**src/rtl/mmio_button_in.sv**
```systemverilog
// Button input responder for the core's data bus: 2-flop sync, debounce,
// sticky press flags, readable at two fixed word addresses.
//
// Ports:
//   clk_i   system clock
//   rst_i   synchronous active-high reset
//   btn_i   raw asynchronous button pins
//   addr_i  data address from the core
//   we_i    store strobe
//   data_i  store data (write-1-to-clear mask at EDGE_ADDR)
//   data_o  combinational read data
//   hit_o   addr_i selects this block
module mmio_button_in #(
  parameter int XLEN            = 32,
  parameter int N_BTN           = 2,
  parameter int DEBOUNCE_CYCLES = 270000,
  parameter bit ACTIVE_LOW      = 1'b1,
  parameter int STATE_ADDR      = 62,
  parameter int EDGE_ADDR       = 61
) (
  input  logic             clk_i,
  input  logic             rst_i,
  input  logic [N_BTN-1:0] btn_i,
  input  logic [XLEN-1:0]  addr_i,
  input  logic             we_i,
  input  logic [XLEN-1:0]  data_i,
  output logic [XLEN-1:0]  data_o,
  output logic             hit_o
);

  localparam int CW = $clog2(DEBOUNCE_CYCLES);

  localparam logic [CW-1:0] CNT_MAX =
    CW'(DEBOUNCE_CYCLES - 1);

  localparam logic [XLEN-1:0] ST_A = XLEN'(STATE_ADDR);
  localparam logic [XLEN-1:0] ED_A = XLEN'(EDGE_ADDR);

  // Raw pin level when nobody is pressing.
  localparam logic [N_BTN-1:0] RELEASED =
    ACTIVE_LOW ? {N_BTN{1'b1}} : {N_BTN{1'b0}};

  logic [N_BTN-1:0] sync1_q, sync1_d;
  logic [N_BTN-1:0] sync2_q, sync2_d;
  logic [N_BTN-1:0] stable_q, stable_d;
  logic [N_BTN-1:0] flag_q, flag_d;
  logic [N_BTN-1:0][CW-1:0] cnt_q, cnt_d;

  logic [N_BTN-1:0] s;
  logic             hit_st;
  logic             hit_ed;

  assign hit_st = (addr_i == ST_A);
  assign hit_ed = (addr_i == ED_A);
  assign hit_o  = hit_st | hit_ed;

  // Polarity applied after the flops: 1 = pressed.
  assign s = ACTIVE_LOW ? ~sync2_q : sync2_q;

  always_comb begin
    sync1_d  = btn_i;
    sync2_d  = sync1_q;
    stable_d = stable_q;
    cnt_d    = cnt_q;
    flag_d   = flag_q;

    if (we_i && hit_ed) begin
      flag_d = flag_q & ~data_i[N_BTN-1:0];
    end

    for (int i = 0; i < N_BTN; i++) begin
      if (s[i] == stable_q[i]) begin
        cnt_d[i] = '0;
      end else if (cnt_q[i] == CNT_MAX) begin
        stable_d[i] = s[i];
        cnt_d[i]    = '0;
        // Applied after the clear so a press is never lost.
        if (s[i]) begin
          flag_d[i] = 1'b1;
        end
      end else begin
        cnt_d[i] = cnt_q[i] + 1'b1;
      end
    end
  end

  always_ff @(posedge clk_i) begin
    if (rst_i) begin
      sync1_q  <= RELEASED;
      sync2_q  <= RELEASED;
      stable_q <= '0;
      cnt_q    <= '0;
      flag_q   <= '0;
    end else begin
      sync1_q  <= sync1_d;
      sync2_q  <= sync2_d;
      stable_q <= stable_d;
      cnt_q    <= cnt_d;
      flag_q   <= flag_d;
    end
  end

  always_comb begin
    data_o = '0;
    unique case (1'b1)
      hit_st:  data_o[N_BTN-1:0] = stable_q;
      hit_ed:  data_o[N_BTN-1:0] = flag_q;
      default: data_o = '0;
    endcase
  end

  generate
    if (N_BTN < XLEN) begin : g_unused
      logic unused_data_hi;
      assign unused_data_hi = ^data_i[XLEN-1:N_BTN];
    end
  endgenerate

endmodule
```
**config.mk**
```make
export PLATFORM = sky130hd
export DESIGN_NAME = mmio_button_in
export DESIGN_NICKNAME = d
export VERILOG_FILES = /design/src/rtl/mmio_button_in.sv
export SDC_FILE = /design/constraint.sdc
export NUM_CORES = 1
export LEC_CHECK = 0
export CAP_MARGIN = 20
export CORE_UTILIZATION = 25
export CTS_BUF_LIST = sky130_fd_sc_hd__clkbuf_8
export DETAILED_ROUTE_END_ITERATION = 16
export DONT_BUFFER_PORTS = 1
export PLACE_DENSITY_LB_ADDON = 0.05
export SETUP_SLACK_MARGIN = 0.5
export SLEW_MARGIN = 20
export SYNTH_ARGS = -nofsm -noshare
export SYNTH_HDL_FRONTEND = slang
export SYNTH_SLANG_ARGS = --single-unit
```
**constraint.sdc**
```tcl
create_clock -name clk_i -period 2.8 [get_ports clk_i]
set_clock_uncertainty 0.1 [all_clocks]
set_input_delay 0.56 -clock clk_i [delete_from_list [all_inputs] [get_ports clk_i]]
set_output_delay 0.56 -clock clk_i [all_outputs]
set_load 0.02 [all_outputs]
```
# Word-level counts from Yosys, hierarchy flattened
# Cells that the tools add are included.
dict set report totals {
  register_bits 46
  input_bits 69
  out_inout_bits 33
  elab_cells 34
}
dict set report classes {
  add_sub_neg 2
  n_eq_ne 6
  n_mux 8
  n_bitwise 6
  n_reduce_logical 5
}
# op count
set ops {}
lappend ops {{$eq A32 B6 Y1 const B} 2}
lappend ops {{$add A19 B1 Y19 const B} 2}
lappend ops {{$eq A19 B19 Y1 const B} 2}
lappend ops {{$mux W1} 6}
lappend ops {{$reduce_or A3 Y1} 2}
lappend ops {{$not A2 Y2} 2}
lappend ops {{$pmux W2 S2} 1}
lappend ops {{$reduce_and A2 Y1} 2}
lappend ops {{$and A2 B2 Y2} 1}
lappend ops {{$eq A1 B1 Y1} 2}
lappend ops {{$mux W2} 1}
lappend ops {{$not A1 Y1} 2}
lappend ops {{$logic_and A1 B1 Y1} 1}
lappend ops {{$or A1 B1 Y1} 1}

# Depth between registers and ports, before layout
dict set report logic_depth {
  word_depth 6
  mapped_depth 7
  depth_no_buf 5
}

# Least setup slack after synthesis
# Ideal clock, no wire load.
dict set report synth_timing {
  path_kind {in2out}
  from {input port addr_i[25]}
  to {output port data_o[0]}
  t_arrival_ns 1.601
  t_required_ns 2.140
  path_slack_ns 0.539
  stages 4
  n_path_buf 0
  cell_sequence {nor4b_1 > nand4_1 > or2_2 > nor2_1}
}
dict set report synth_between {
  elab_chain_cells 2
  word_cells_on_any_way 3
  cone_classes {2 x eq/ne; 1 x mux}
}
# item line_no
set synth_rtl {}
lappend synth_rtl {{start, declared} 24} ;# input logic [XLEN-1:0] addr_i,
lappend synth_rtl {{$eq A32 B6 Y1 (on tied branches)} {54, 53}}
lappend synth_rtl {{$pmux W2 S2 (*)} 105} ;# unique case (1'b1)
lappend synth_rtl {{end, declared} 27} ;# output logic [XLEN-1:0] data_o,
# Mark *: on every way between the ends. The rest lies on a longest branch, timed or not.

# Worst setup path in the final report
dict set report layout_timing {
  from {input port addr_i[8]}
  to {output port data_o[1]}
}
# Same word-level chain as after synthesis.

==> metrics.md <==
| Metric | Value |
|---|---|
| Post-DP HPWL | 3.555 mm |
| H-tree levels | 2 |
| Crit end category | output pin |
| Ys Warns | 0 |
| Area of the multi-input gates | 0.001280 mm^2 |
| CTS tree | built |
| # port buffers | 0 |
| Routability cong. | 0.6923 |
| Latest clock arrival within the worst-skew pair | 300 ps |
| Total wire length | 4.976 mm |
| Maximum VDD drop | 0.1804 mV |
| CTS Hold Bufs | 0 |
| Initial Util | 0.2573 |
| IO Pins | 102 |
| GRT Total Usage | 0.1087 |
| Top cells by area, synth | dfxtp_1 39%, buf_4 9.5%, nor2_1 6.7%, xnor2_1 5.9%, xor2_1 3.3% |
| Maximum clock path buffer count | 2 |
| Core Box Area | 0.009196 mm^2 |
| Clock transition at path regs | 90 ps |
| Fmax | 456.6 MHz |
| Final min period | 2190 ps |
| Vias | 1833 |
| Die X | 99.29 um |
| #FFs+latches synth | 46 |
| Area of the mapped netlist | 0.002366 mm^2 |
| Worst slew pin tran | 681.8 ps |
| Status | finished, final reports clean |
| Reg area | 920.9 um^2 |
| Max Cap Viol | 0 |
| Layout area overhead | 5.341% |
| CTS sink cnt | 46 |
| Gr ovfl total | 0 |
| 1st-iter DRT viols | 65 |
| Synth area leader | dfxtp_1 |
| Final hold violation count | 0 |
| Ant. Diodes | 0 |
| Leak | 0.7535 nW |
| Fill cells | 1002 |
| Worst relative slew slack | 0.5455 |
| Initial antenna violation count | 0 |
| CTS root buf | clkbuf_8 |
| Share of post-route cells with drive strength above 1 | 0.07343 |
| # DRC | 0 |
| Nets@finish | 356 |
| Critical Path Source Type | primary input |
| Post-synthesis cell count | 285 |
| Final core utilization | 0.2710 |
| Die ar. | 0.009858 mm^2 |
| Post-synthesis sequential area ratio | 0.3892 |
| Crit-path max FO | 4 |
| Worst Hold Class | primary input to flip-flop |
| First-pass iteration count of the detailed router | 5 |
| RSZ-0062 raised after global routing | no |
| Final setup viols | 0 |
| Final period utilization | 0.7822 |
| Avg Vias per Cell | 4.617 |
| DR WL/cell | 12.53 um |
| Vias in the first global route | 1733 |
| Die Span Y | 99.29 um |
| Cell Pwr Density | 457.4 mW/mm^2 |
| Antenna-violating nets left | 0 |
| Critical path required time | 2140 ps |
| CP Class | primary input to output pin |
| First-pass GRT wire length | 8.411 mm |
| Syn_area_per_cell | 8.302 um^2 |
| FP Rows | 35 |
| Yosys cell types | 38 |
| CTS Buf Count | 5 |
| Share of the synthesized area in the top cell type | 0.3892 |
| Fin. max-slew vios | 0 |
| Power Total | 1.140 mW |
| Final setup TNS | 0 ps |
| WHS | 210.6 ps |
| Pin count of the biggest net entering global routing | 20 |
| Data arrival time of the worst path | 1530 ps |
## sequential cells by signal (all words and copies together), names as in the netlist
| name | count |
|---|---|
| cnt_q | 38 |
| flag_q | 2 |
| stable_q | 2 |
| sync1_q | 2 |
| sync2_q | 2 |
## metrics by stage
step	cell area, um^2	setup slack [ps]	instances
2_1_floorplan	2475	538.8	314
3_3_place_gp	2349	364.9	387
3_5_place_dp	2349	370.7	387
4_1_cts	2492	559.3	397
5_1_grt	2492	503.2	397
6_report	2492	609.9	397
## power breakdown
group / switching (mW) / total [mW] / leakage [nW] / internal [mW]
Sequential: 0.00198 / 0.659 / 0.371 / 0.657
Combinational: 0.0464 / 0.0556 / 0.330 / 0.00913
Clock: 0.229 / 0.425 / 0.0524 / 0.196
## synthesized netlist by cell type (all sizes together)
cell type,count
o21ai,11
nor2b,2
nand2b,1
or4,4
and4b,1
nor3,3
conb,1
nand2,14
a311oi,1
nor2,42
nor4b,2
o31ai,3
ha,2
or3,10
nand4b,2
clkbuf,6
a22oi,2
or4b,1
and4,4
a211o,1
xor2,9
or2,6
nand3,15
a21oi,14
xnor2,16
nor4,11
buf,32
inv,9
o311a,1
dfxtp,46
and3,3
nand4,10
## what timing repair did
action,4_1_cts,5_1_grt
endpoints found under the setup margin,22,0
gates resized for setup,7,0
hold endpoints to repair,0,0
buffers inserted,2,0
## worst max-delay path, cell delays in order
cell     delay [ps]
nor4_1          290
nand4_1         180
or2_4           310
nor2_4          180
## final cells by class
class                   count  share of cell area
multi-input cells         221              0.5136
flip-flops and latches     46              0.3695
well taps                 111             0.05572
clock buffers               6             0.03313
inverters                   9             0.01355
repair buffers              2             0.01104
clock inverters             2            0.003514
## placed cells by master (no fill, tap or decap), types with 11 or more instances in the layout
master / synthesis / final
nor4_1: 11 / 11
nand2_1: 14 / 14
dfxtp_1: 46 / 46
conb_1: 1 / 30
nor2_1: 42 / 39
xnor2_1: 16 / 16
nand3_1: 15 / 15
a21oi_1: 14 / 14
## worst paths after layout
path | from | endpoint | slack (ps) | cells past startpoint
worst max-delay path | addr_i[8] | data_o[1] | 610 | 4
worst min-delay path | rst_i | flag_q[1] | 210 | 1
worst max register to register | cnt_q[15] | cnt_q[17] | 670 | 5
worst min register to register | sync1_q[0] | sync2_q[0] | 310 | 1
## cells by family (layout without fill, tap and decap cells)
kind of cell | count (synthesis) | count (layout) | synth area share
flip-flops | 46 | 46 | 0.3892
AND/OR/NAND/NOR | 131 | 131 | 0.2946
AO/OA/AOI/OAI | 33 | 33 | 0.08514
other | 1 | 30 | 0.001585
XOR/XNOR | 25 | 25 | 0.09254
adder cells (fa/ha/maj) | 2 | 2 | 0.01057
buffers and inverters | 47 | 19 | 0.1264
## layer usage
layer / GRT usage / wire [um] / vias up
met3: 0.02600 / 252 / 6
met2: 0.1709 / 2150 / 71
met5: 0 / 0 / -
li1: - / - / 933
met1: 0.1430 / 2489 / 823
met4: 0.04412 / 84 / 0
Power figures use the tool's default switching activity.
